===== src/rtl/char_uart_streamer.sv =====
// -----------------------------------------------------------------------------
// char_uart_streamer
//
// Streams a fixed-length window of character bytes out of a UART line in
// 8N1 format. Each frame sends NUM_CHARS bytes from a snapshot of the
// character window. When TERMINATE is nonzero, CR (0x0D) and LF (0x0A) are
// appended. A 0x00 byte in the window is sent as a space (0x20). Consecutive
// characters are sent back to back, with no idle gap between them.
//
// A frame starts on an explicit send request. With auto_en set, a frame also
// starts whenever the character window differs from the last snapshot.
// A send request that arrives while a frame is running is remembered in a
// single pending flag. That flag is served immediately after the frame ends.
//
// Parameters
//   CLKS_PER_BIT  clock cycles per UART bit (2..65535)
//   NUM_CHARS     character bytes per frame
//   TERMINATE     1: append CR LF after the characters, 0: append nothing
//
// Ports
//   clk      rising-edge clock
//   rst_n    asynchronous active-low reset
//   chars    character window, chars[0] is transmitted first
//   send     frame request, sampled every rising edge
//   auto_en  start a frame whenever chars differs from the last snapshot
//   tx       UART serial output, idle high
//   busy     high while a frame is being shifted out
//   done     one-cycle pulse in the cycle after the last stop bit
// -----------------------------------------------------------------------------
module char_uart_streamer #(
  parameter int CLKS_PER_BIT = 434,
  parameter int NUM_CHARS    = 18,
  parameter int TERMINATE    = 1
) (
  input  logic                      clk,
  input  logic                      rst_n,
  input  logic [NUM_CHARS-1:0][7:0] chars,
  input  logic                      send,
  input  logic                      auto_en,
  output logic                      tx,
  output logic                      busy,
  output logic                      done
);

  // Bytes per frame: the characters plus the optional CR/LF pair.
  localparam int TOTAL_BYTES = NUM_CHARS + ((TERMINATE != 0) ? 2 : 0);
  // The byte index is wide enough to hold TOTAL_BYTES itself.
  // This keeps comparisons against NUM_CHARS free of truncation.
  localparam int IDX_W = $clog2(TOTAL_BYTES + 1);
  localparam logic [IDX_W-1:0] LAST_IDX = IDX_W'(TOTAL_BYTES - 1);
  localparam logic [IDX_W-1:0] IDX_ONE  = IDX_W'(1);
  localparam logic [15:0]      BIT_MAX  = 16'(CLKS_PER_BIT - 1);

  typedef enum logic [2:0] {
    IDLE  = 3'd0,
    START = 3'd1,
    DATA  = 3'd2,
    STOP  = 3'd3,
    DONE  = 3'd4
  } state_t;

  state_t                      state_reg;
  logic [15:0]                 cnt_reg;    // cycles spent in the current bit
  logic [2:0]                  bit_reg;    // data bit being driven, LSB first
  logic [IDX_W-1:0]            idx_reg;    // byte position within the frame
  logic [NUM_CHARS-1:0][7:0]   snap_reg;   // the only source of transmitted data
  logic                        pend_reg;   // one remembered send request
  logic                        tx_reg;
  logic                        busy_reg;
  logic                        done_reg;

  // ---------------------------------------------------------------------------
  // Frame byte table, built from the snapshot.
  // Character slots substitute a space for NUL. The tail slots are the
  // fixed CR/LF terminator.
  // ---------------------------------------------------------------------------
  logic [7:0] frame_byte [TOTAL_BYTES];

  generate
    for (genvar gi = 0; gi < TOTAL_BYTES; gi++) begin : g_frame_byte
      if (gi < NUM_CHARS) begin : g_char
        assign frame_byte[gi] = (snap_reg[gi] == 8'h00) ? 8'h20 : snap_reg[gi];
      end else if (gi == NUM_CHARS) begin : g_cr
        assign frame_byte[gi] = 8'h0D;
      end else begin : g_lf
        assign frame_byte[gi] = 8'h0A;
      end
    end
  endgenerate

  // Byte currently being serialised, selected by the frame position.
  logic [7:0] cur_byte;

  always_comb begin
    cur_byte = 8'h20;
    for (int i = 0; i < TOTAL_BYTES; i++) begin
      if (idx_reg == IDX_W'(i)) begin
        cur_byte = frame_byte[i];
      end
    end
  end

  logic [2:0] bit_next;
  assign bit_next = bit_reg + 3'd1;

  // ---------------------------------------------------------------------------
  // Trigger evaluation.
  // A frame launches from IDLE on a fresh trigger. It also launches from DONE
  // on a fresh trigger or a pending request. Sending and auto-triggering in
  // the same cycle both feed one launch, so only one frame starts.
  // ---------------------------------------------------------------------------
  logic chars_differ;
  logic trigger;
  logic launch;

  assign chars_differ = (chars != snap_reg);
  assign trigger      = send | (auto_en & chars_differ);
  assign launch       = ((state_reg == IDLE) && trigger) ||
                        ((state_reg == DONE) && (trigger || pend_reg));

  // ---------------------------------------------------------------------------
  // Serialiser FSM. tx, busy and done are all registered, so the line level
  // changes together with the state.
  // ---------------------------------------------------------------------------
  always_ff @(posedge clk or negedge rst_n) begin
    if (!rst_n) begin
      state_reg <= IDLE;
      cnt_reg   <= '0;
      bit_reg   <= '0;
      idx_reg   <= '0;
      snap_reg  <= '0;
      pend_reg  <= 1'b0;
      tx_reg    <= 1'b1;
      busy_reg  <= 1'b0;
      done_reg  <= 1'b0;
    end else begin
      done_reg <= 1'b0;

      // Any number of requests during a frame collapse into one pending flag.
      if (send && busy_reg) begin
        pend_reg <= 1'b1;
      end

      if (launch) begin
        // The snapshot is taken on the launch edge. Later changes to chars
        // cannot leak into this frame.
        snap_reg  <= chars;
        state_reg <= START;
        cnt_reg   <= '0;
        bit_reg   <= '0;
        idx_reg   <= '0;
        pend_reg  <= 1'b0;
        tx_reg    <= 1'b0;
        busy_reg  <= 1'b1;
      end else begin
        case (state_reg)
          IDLE: begin
            tx_reg   <= 1'b1;
            busy_reg <= 1'b0;
          end

          START: begin
            if (cnt_reg == BIT_MAX) begin
              cnt_reg   <= '0;
              bit_reg   <= '0;
              tx_reg    <= cur_byte[0];
              state_reg <= DATA;
            end else begin
              cnt_reg <= cnt_reg + 16'd1;
            end
          end

          DATA: begin
            if (cnt_reg == BIT_MAX) begin
              cnt_reg <= '0;
              if (bit_reg == 3'd7) begin
                tx_reg    <= 1'b1;
                state_reg <= STOP;
              end else begin
                bit_reg <= bit_next;
                tx_reg  <= cur_byte[bit_next];
              end
            end else begin
              cnt_reg <= cnt_reg + 16'd1;
            end
          end

          STOP: begin
            if (cnt_reg == BIT_MAX) begin
              cnt_reg <= '0;
              if (idx_reg == LAST_IDX) begin
                // Last stop bit done.
                // The index is parked at 0 rather than advanced past the end.
                idx_reg   <= '0;
                tx_reg    <= 1'b1;
                busy_reg  <= 1'b0;
                done_reg  <= 1'b1;
                state_reg <= DONE;
              end else begin
                // The next start bit follows directly, with no idle gap.
                idx_reg   <= idx_reg + IDX_ONE;
                tx_reg    <= 1'b0;
                state_reg <= START;
              end
            end else begin
              cnt_reg <= cnt_reg + 16'd1;
            end
          end

          DONE: begin
            // No launch this cycle, so there is no pending request to keep.
            pend_reg  <= 1'b0;
            tx_reg    <= 1'b1;
            busy_reg  <= 1'b0;
            state_reg <= IDLE;
          end

          default: begin
            tx_reg    <= 1'b1;
            busy_reg  <= 1'b0;
            state_reg <= IDLE;
          end
        endcase
      end
    end
  end

  assign tx   = tx_reg;
  assign busy = busy_reg;
  assign done = done_reg;

endmodule


===== config.mk =====
export PLATFORM = sky130hd
export DESIGN_NAME = char_uart_streamer
export DESIGN_NICKNAME = d
export VERILOG_FILES = /design/src/rtl/char_uart_streamer.sv
export SDC_FILE = /design/constraint.sdc
export NUM_CORES = 1
export LEC_CHECK = 0
export CORE_UTILIZATION = 40
export CTS_CLUSTER_SIZE = 14
export DETAILED_ROUTE_END_ITERATION = 6
export GPL_ROUTABILITY_DRIVEN = 0
export SYNTH_ARGS = -nofsm -noshare
export SYNTH_HDL_FRONTEND = slang
export SYNTH_SLANG_ARGS = --single-unit

===== constraint.sdc =====
create_clock -name clk -period 4.27 [get_ports clk]
set_clock_uncertainty 0.2 [all_clocks]
set_input_delay 0.854 -clock clk [delete_from_list [all_inputs] [get_ports clk]]
set_output_delay 0.854 -clock clk [all_outputs]
set_load 0.1 [all_outputs]

== After elaboration in Yosys (flattened, before gate mapping) ==
Index checks and enable logic that the tools add are counted.
Widths: inputs -> output; s select.
Storage, ports and cells
  register bits: 175
  word-level logic and storage cells: 179
  latch bits: 0
  memory bits (writable): 0
  output and inout port bits: 3
  memories kept: 0
  memory bits (read-only): 0
  bits of input ports: 148
Cells by class
  $lt $le $gt $ge: 1
  multiplexer cells: 76
  $add $sub $neg: 3
  shift-type cells: 0
  bitwise gates (word level): 2
  multiply operators: 0
  reductions and logical operators: 37
  equality and inequality tests: 34
  div/mod/pow operators: 0
Operators by type and width (number)
  $mux 8: 38
  $logic_not 8->1: 18
  $ne 144x144->1: 1
  $mux 16: 3
  $eq 5x4->1 const B: 8
  $mux 3: 10
  $eq 5x3->1 const B: 4
  $eq 5x5->1 const B: 4
  $mux 5: 4
  $ne 3x3->1 const B: 6
  $add 16x1->16 const B: 1
  $eq 16x9->1 const B: 1
  $mux 1: 16
  $pmux 3 s4: 1
  $eq 5x2->1 const B: 2
  $eq 3x2->1 const B: 2
  $eq 3x3->1 const B: 2
  $pmux 3 s2: 1
  $reduce_and 3->1: 2
  $reduce_bool 2->1: 3
  $reduce_bool 3->1: 2
  $add 5x1->5 const B: 1
  $eq 5x1->1 const B: 1
  $logic_not 5->1: 1
  other kinds (18): 21

== Depth between registers and ports, before layout ==
Gate-level depths: netlist of run 1.
  word-level depth: 28
  gate-level depth with buffers: 15
  gate-level depth less buffers: 11

== Least setup slack after synthesis of run 1 ==
Ideal clock, no wire load.
  path kind: register -> register
  from: reg idx_reg[0]
  to: reg tx_reg, in the netlist tx
  clock period less this slack: 3.432 ns
  stages on the path, launching flop included: 16
  buffers on the path: 4
  required time: 3.978 ns
  setup time: 0.092 ns
  path slack: 0.838 ns
  arrival time: 3.140 ns
  cell sequence: dfrtp_1 ha_1 clkbuf_1 clkbuf_1 clkbuf_1 and3_1 ha_1 clkbuf_1 inv_1 a32oi_1 a211o_1 o211ai_1 o21ai_1 nor3b_1 o31ai_1 o211ai_1
On the way
  longest elaborated chain between the ends: 27
  elaborated cells on any way between the ends: 49
  classes of those cells: eq/ne: 19; mux: 29; reduce/logical: 1
RTL lines
  start: declaration: RTL line 65  | logic [IDX_W-1:0] idx_reg;
  start signal: assignment: RTL line 201  | idx_reg <= idx_reg + IDX_ONE;
  $logic_not 5->1: RTL line 97  | if (idx_reg == IDX_W'(i)) begin
  $mux 8 (20 in a row): RTL line 97
  $bmux 1 s3: RTL line 181  | tx_reg <= cur_byte[bit_next];
  $mux 1 (implied by the code): RTL line 181
  $mux 1: RTL line 176  | if (bit_reg == 3'd7) begin
  $mux 1: RTL line 174  | if (cnt_reg == BIT_MAX) begin
  $pmux 1 s3 (*): RTL line 156  | case (state_reg)
  $mux 1 (*): RTL line 144  | if (launch) begin
  end signal: assignment: RTL line 166  | tx_reg <= cur_byte[0];
  end signal: assignment: RTL line 181
  end: declaration: RTL line 68  | logic tx_reg;
Mark *: on every way between the ends. The rest lies on a longest branch, timed or not. The select of a mux whose other input is x is not followed.
A chain may end at the register's enable or synchronous reset.

== Final worst setup path of run 1 ==
  from: in chars[117] in the netlist's numbering
  to: reg snap_reg[116] in the netlist's numbering
On the way
  longest elaborated chain between the ends: 6
  elaborated cells on any way between the ends: 7
  classes of those cells: eq/ne: 1; bitwise: 2; reduce/logical: 4
RTL lines
  start: declaration: RTL line 37  | input logic [NUM_CHARS-1:0][7:0] chars,
  $ne 144x144->1 (*): RTL line 116  | assign chars_differ = (chars != snap_reg);
  $and 1x1->1 (*): RTL line 117  | assign trigger = send | (auto_en & chars_differ);
  $or 1x1->1 (*): RTL line 117
  $logic_or 1x1->1: RTL line 119  | ((state_reg == DONE) && (trigger || pend_reg));
  $logic_and 1x1->1: RTL line 119
  $logic_or 1x1->1 (*): RTL line 118  | assign launch = ((state_reg == IDLE) && trigger) ||
  end signal: assignment: RTL line 147  | snap_reg <= chars;
  end: declaration: RTL line 66  | logic [NUM_CHARS-1:0][7:0] snap_reg;
Mark *: on every way between the ends. The rest lies on a longest branch, timed or not.

==> impl_metrics.csv, run 1 <==
group,metric,value,unit
outcome,outcome,"complete, no violations",
sta,slew_headroom,35.59,%
detailed_routing,wl_per_cell,23.70,um
worst_setup_path,startpoint_type,"input port",
power_and_ir_drop,finalPower,3.554,mW
floorplan,core_area,27100,um2
cells_and_area,largest_register_ffs,144,
global_routing,grt_usage,27.92,%
yosys,synthTopCellsByCount,"dfrtp_1 (174), xor2_1 (115), mux2_2 (93), nor4_1 (55), nand2_1 (53)",
cells_and_area,drive_gt1_share,15.69,%
yosys,synth_edf_count,0,
floorplan,rows,60,
worst_setup_path,cp.required,4.39,ns
detailed_routing,vias,9875,
cells_and_area,fillers,2539,
sta,whs,0.2084,ns
clocking,tritoncts,"done",
worst_setup_path,reg2regPathDepth,10,
global_routing,antenna_found_initial,0,
cells_and_area,diodes,0,
sta,setup_violations,0,
cells_and_area,nets,1412,
floorplan,die_x,168.5,um
yosys,synthArstFlopShare,100.0,%
worst_setup_path,r2r-end,"snap_reg[116]$_DFFE_PN0N_",
cells_and_area,fin_util,51.21,%
worst_hold_path,hold_class,"input port to asynchronous set/reset pin",
detailed_routing,avgViaCountPerCell,6.021,
yosys,syn_nets,1248,
yosys,synthDistinctLibCells,84,
sta,layout_setup_ws,0.04708,ns
sta,rsz0062_at_grt,"no",
worst_setup_path,r2r_slack,0.51,ns
global_routing,grt_pass1_wl,59.23,mm
sta,fmax,0.2368,GHz
floorplan,initial_core_util,40.92,%
global_routing,grt_max_degree,72,
clocking,insertion_delay,0.44,ns
global_routing,grt_pass1_vias,9695,
power_and_ir_drop,power.density,256.1,nW/um2
global_routing,grt_overflow,0,
sta,worst_pin_slew,0.9631,ns
placement,portBuffers,150,
yosys,synth.top_cell.area_share,39.26,%
power_and_ir_drop,max-vdd-ir-drop,0.2426,mV
yosys,syn_area,11090,um2
detailed_routing,firstDrtPassIters,6,
clocking,clk_pin_slew,0.08,ns
sta,hold_viol,0,
yosys,synth_ff_type,"dfrtp_1",
detailed_routing,totalWireLength,38.87,mm
yosys,synthCells,1091,
clocking,numCtsBuffers,17,
yosys,yosysSeqAreaShare,39.50,%
worst_setup_path,endpoint,"snap_reg[116]$_DFFE_PN0N_",
sta,fin_crit,4.223,ns
worst_setup_path,cp_data_arrival_time,4.35,ns
worst_setup_path,cp_max_fo,14,
yosys,post-synth-top-count-cell,"dfrtp_1",
yosys,yosys_register_bits,175,
power_and_ir_drop,p_leak,6.359,nW
clocking,cts_sinks,175,
floorplan,dieHeight,168.5,um
yosys,synth_top_cell_by_area,"dfrtp_1",
cells_and_area,synthToLayoutAreaGrowth,25.14,%
worst_setup_path,critPathCaptureType,"register",
yosys,synth.area.top_cells,"dfrtp_1 (39%), mux2_2 (9.4%), xor2_1 (9.1%), mux2_1 (5.3%), nor4_1 (3.1%)",
yosys,syn_area_per_cell,10.16,um2
worst_setup_path,r2r_start,"snap_reg[117]$_DFFE_PN0N_",
detailed_routing,postRouteAntennaNets,0,
clocking,clock_path_buffers,2,
flow_run,max_cap_violations,0,
worst_setup_path,worst-setup-path-type,"input port to register",
floorplan,dieArea,28390,um2
sta,period_share,98.90,%
placement,dpl.hpwl,30.39,mm
clocking,clockRootBuffer,"clkbuf_16",
clocking,htree_levels,4,
detailed_routing,drt_iter0_markers,1063,
detailed_routing,drc_errors,0,
placement,pre_cts_slack,-0.4734,ns
worst_setup_path,cp-startpoint,"chars[117]",
floorplan,io_pins,151,
sta,slew_viol_final,0,
yosys,yosys_warnings,0,
[how the worst min path moves through the flow]
stage	startpoint	end	slack, ns	cells after the start
6_report	rst_n	snap_reg[142]$_DFFE_PN0N_	0.21	1
5_1_grt	rst_n	snap_reg[142]$_DFFE_PN0N_	0.25	1
4_1_cts	rst_n	snap_reg[137]$_DFFE_PN0N_	0.23	1
3_5_place_dp	cnt_reg[15]$_DFFE_PN0P_	cnt_reg[15]$_DFFE_PN0P_	0.29	1
3_3_place_gp	cnt_reg[15]$_DFFE_PN0P_	cnt_reg[15]$_DFFE_PN0P_	0.28	1
2_1_floorplan	cnt_reg[15]$_DFFE_PN0P_	cnt_reg[15]$_DFFE_PN0P_	0.25	1
[layout by cell type, fill, tap and decap left out, types with 10 or more instances in the layout]
cell type,count
clkdlybuf4s50_1,149
clkbuf_16,17
or3_1,10
nand2_1,53
nor4_1,54
xor2_1,115
mux2_2,93
a21oi_1,46
dfrtp_1,174
nand3_1,21
nor3_1,33
inv_1,23
nor2b_1,10
xnor2_1,26
nor2_1,44
o21ai_0,50
nand4_1,17
nand2b_1,13
mux2_1,52
buf_4,48
a211oi_1,12
a31oi_1,15
[worst max-delay path, cell delays in order]
cell and delay, ns:
clkdlybuf4s50_1 0.46, xor2_1 0.19, nor4_1 0.73, nand4_1 0.23, nor4_2 0.51, nand4_1 0.20, buf_4 0.19, a32oi_4 0.20
buf_12 0.21, buf_4 0.21, mux2_2 0.35
[routing by layer]
metal / share of wire (%) / GRT usage (%)
met5: 0 / 0
met4: 3.9 / 10.79
met3: 8.1 / 5.261
met2: 45 / 43.30
met1: 43 / 38.55
[what timing repair did]
item / in CTS / in global routing
resized for setup: 1 / 0
buffers inserted: 0 / 0
hold buffers: 0 / 0
endpoints found under the setup margin: 7 / 0
[power breakdown]
group	internal [mW]	leakage, nW	switching, mW
registers	1.66	2.39	0.0000000000000000251
clock network	0.790	0.292	0.800
logic	0.162	3.68	0.146
[cell type report]
class                      instances  area [um2]  share of cell area (%)
sequential                       175        4380                   31.57
tap                              372       465.4                   3.354
timing repair buffer             205        2003                   14.44
clock buffer                      17       425.4                   3.066
multi-input combinational        833        6344                   45.71
clock inverter                    15       172.7                   1.244
inverter                          23       86.33                  0.6221
[stage by stage]
stage / cell area, um2 / TNS [ns] / cells
floorplan: 11090 / 0 / 1091
global placement: 13270 / -67.43 / 1608
CTS: 13880 / 0 / 1640
detailed placement: 13270 / -69.63 / 1608
finish: 13880 / 0 / 1640
global route: 13880 / 0 / 1640
[cells by family after synthesis]
| logic type | Yosys count | synth area share, % |
|---|---|---|
| AND/OR/NAND/NOR | 306 | 15.71 |
| AO/OA/AOI/OAI | 228 | 13.92 |
| flip-flops | 175 | 39.50 |
| multiplexers | 149 | 15.20 |
| XOR/XNOR | 141 | 11.14 |
| buffers and inverters | 83 | 3.520 |
| adder cells (fa/ha/maj) | 9 | 1.015 |
Power figures use the tool's default switching activity.
==> run 2: changes to the inputs <==
- CELL_PAD_IN_SITES_DETAIL_PLACEMENT: not set -> 1
- CELL_PAD_IN_SITES_GLOBAL_PLACEMENT: not set -> 1
- CORE_ASPECT_RATIO: not set -> 0.8
- CORE_MARGIN: not set -> 2
- PLACE_DENSITY_LB_ADDON: not set -> 0.1
==> run 2 against run 1 <==
Effect of this change: non-clock buffer count up 14; die area up 2.4%; combinational power rose by 1%; final cell count increased by 0.43%; clock power increased by 6%; critical endpoint is now snap_reg[106]$_DFFE_PN0N_; largest cell class unchanged; highest routed layer unchanged.
==> impl_metrics.csv, run 2 (synthesized netlist as in run 1, its figures left out) <==
group,metric,value,unit
outcome,outcome,"complete, no violations",
worst_setup_path,critPathCaptureType,"register",
floorplan,rows,54,
sta,rsz0062_at_grt,"no",
sta,setup_tns,0,ns
worst_setup_path,r2r_slack,0.42,ns
placement,place_inst,1614,
global_routing,antenna_found_initial,1,
placement,placed_cell_area,13410,um2
detailed_routing,wl_per_cell,26.28,um
clocking,cts_sinks,175,
cells_and_area,nets,1426,
worst_setup_path,worst-setup-path-type,"input port to register",
floorplan,dieHeight,152.9,um
worst_setup_path,cp-startpoint,"chars[3]",
clocking,cts_resized,1,
sta,slew_viol_final,0,
global_routing,grt_max_degree,63,
floorplan,initial_core_util,40.63,%
power_and_ir_drop,pwr-share-clk,46.2,%
power_and_ir_drop,p_leak,6.456,nW
sta,worst_pin_slew,0.9863,ns
placement,pre_cts_slack,-0.5126,ns
detailed_routing,firstDrtPassIters,5,
clocking,numCtsBuffers,17,
worst_setup_path,r2r-end,"snap_reg[106]$_DFFE_PN0N_",
power_and_ir_drop,pwr-share-seq,45.2,%
power_and_ir_drop,switchingPower,0.8682,mW
power_and_ir_drop,finalPower,3.663,mW
cells_and_area,largest_register_ffs,144,
cells_and_area,fin_area,14050,um2
worst_setup_path,crit_path_max_incr_delay,0.65,ns
clocking,clock_path_buffers,2,
floorplan,core_area,27300,um2
cells_and_area,finalNonFillerCells,1647,
clocking,tritoncts,"done",
worst_setup_path,cp_data_arrival_time,4.35,ns
detailed_routing,drc_errors,0,
power_and_ir_drop,power.density,260.6,nW/um2
detailed_routing,vias,9991,
sta,whs,0.1876,ns
worst_setup_path,startpoint_type,"input port",
detailed_routing,drt_iter0_markers,818,
worst_setup_path,crit_chain,"clkdlybuf4s50_1, xor2_1, nor4_1, nand3_1, nor4_1, nand4_1, buf_4, a32oi_4, buf_12, buf_4, mux2_2",
clocking,htree_levels,4,
placement,portBuffers,150,
placement,dpl.hpwl,34.45,mm
flow_run,max_cap_violations,0,
cells_and_area,layout_common_cells,"dfrtp_1 (174), clkdlybuf4s50_1 (149), xor2_1 (115), mux2_2 (93), buf_4 (59)",
sta,slew_headroom,34.00,%
clocking,clk_pin_slew,0.07,ns
detailed_routing,totalWireLength,43.28,mm
sta,fmax,0.2375,GHz
worst_setup_path,cpLargestDelayFamily,"simple AND/OR/NAND/NOR gates",
floorplan,dieArea,29080,um2
detailed_routing,postRouteAntennaNets,0,
sta,hold_viol,0,
worst_setup_path,cp.required,4.40,ns
clocking,clockRootBuffer,"clkbuf_16",
power_and_ir_drop,switching_share,23.70,%
worst_hold_path,hold_class,"input port to asynchronous set/reset pin",
floorplan,io_pins,151,
clocking,insertion_delay,0.46,ns
cells_and_area,mostFrequentLayoutCell,"dfrtp_1",
worst_setup_path,critPathBufInv,4,
worst_setup_path,r2r_start,"snap_reg[44]$_DFFE_PN0N_",
cells_and_area,fin_util,51.49,%
cells_and_area,drive_gt1_share,16.69,%
global_routing,grt_usage,30.29,%
power_and_ir_drop,power_frac_comb,8.5,%
sta,setup_violations,0,
sta,layout_setup_ws,0.05923,ns
clocking,post_cts_buffers,0,
global_routing,grt_pass1_vias,10210,
worst_setup_path,reg2regPathDepth,10,
sta,period_share,98.61,%
global_routing,grt_pass1_wl,64.92,mm
clocking,ctsHoldBuffers,0,
detailed_routing,avgViaCountPerCell,6.066,
sta,fin_crit,4.211,ns
global_routing,grt_overflow,0,
power_and_ir_drop,max-vdd-ir-drop,0.2420,mV
power_and_ir_drop,internal_power,2.795,mW
floorplan,die_x,190.2,um
worst_setup_path,cp_max_fo,10,
worst_setup_path,cp_slowest_cell,"nor4_1",
cells_and_area,synthToLayoutAreaGrowth,26.73,%
run 2: cell type report:
cell class              instances  area (um2)
fillers                      2987       13240
diodes                          1       2.502
inverters                      23       86.33
clock inverters                11       155.1
clock buffers                  21       470.5
well taps                     364       455.4
flip-flops and latches        175        4380
multi-input cells             833        6357
repair buffers                219        2146
run 2: power by group through the flow:
stage	logic, mW	registers, mW	clock network, mW
after detailed placement	0.311	1.69	0
after floorplan	0.0515	1.69	0
after global placement	0.309	1.69	0
after global routing	0.336	1.66	1.78
after CTS	0.315	1.66	1.73
final	0.312	1.66	1.69
run 2: worst max path at each step:
| stage | end | slack, ns | depth (start not counted) |
|---|---|---|---|
| 2_1_floorplan | tx$_DFFE_PN1P_ | 0.84 | 15 |
| 3_3_place_gp | snap_reg[132]$_DFFE_PN0N_ | -0.55 | 11 |
| 3_5_place_dp | snap_reg[106]$_DFFE_PN0N_ | -0.51 | 11 |
| 4_1_cts | snap_reg[53]$_DFFE_PN0N_ | 0.12 | 11 |
| 5_1_grt | snap_reg[48]$_DFFE_PN0N_ | 0.01 | 11 |
| 6_report | snap_reg[106]$_DFFE_PN0N_ | 0.06 | 11 |
run 2: metal layers:
layer | GRT usage [%] | part of all wire [%] | wire length [um] | vias to the layer above
li1 | - | - | - | 4429
met1 | 43.14 | 45 | 19510 | 5041
met2 | 43.87 | 42 | 18300 | 455
met3 | 8.450 | 9.5 | 4109 | 66
met4 | 10.82 | 3.2 | 1366 | 0
met5 | 0 | 0 | 0 | -
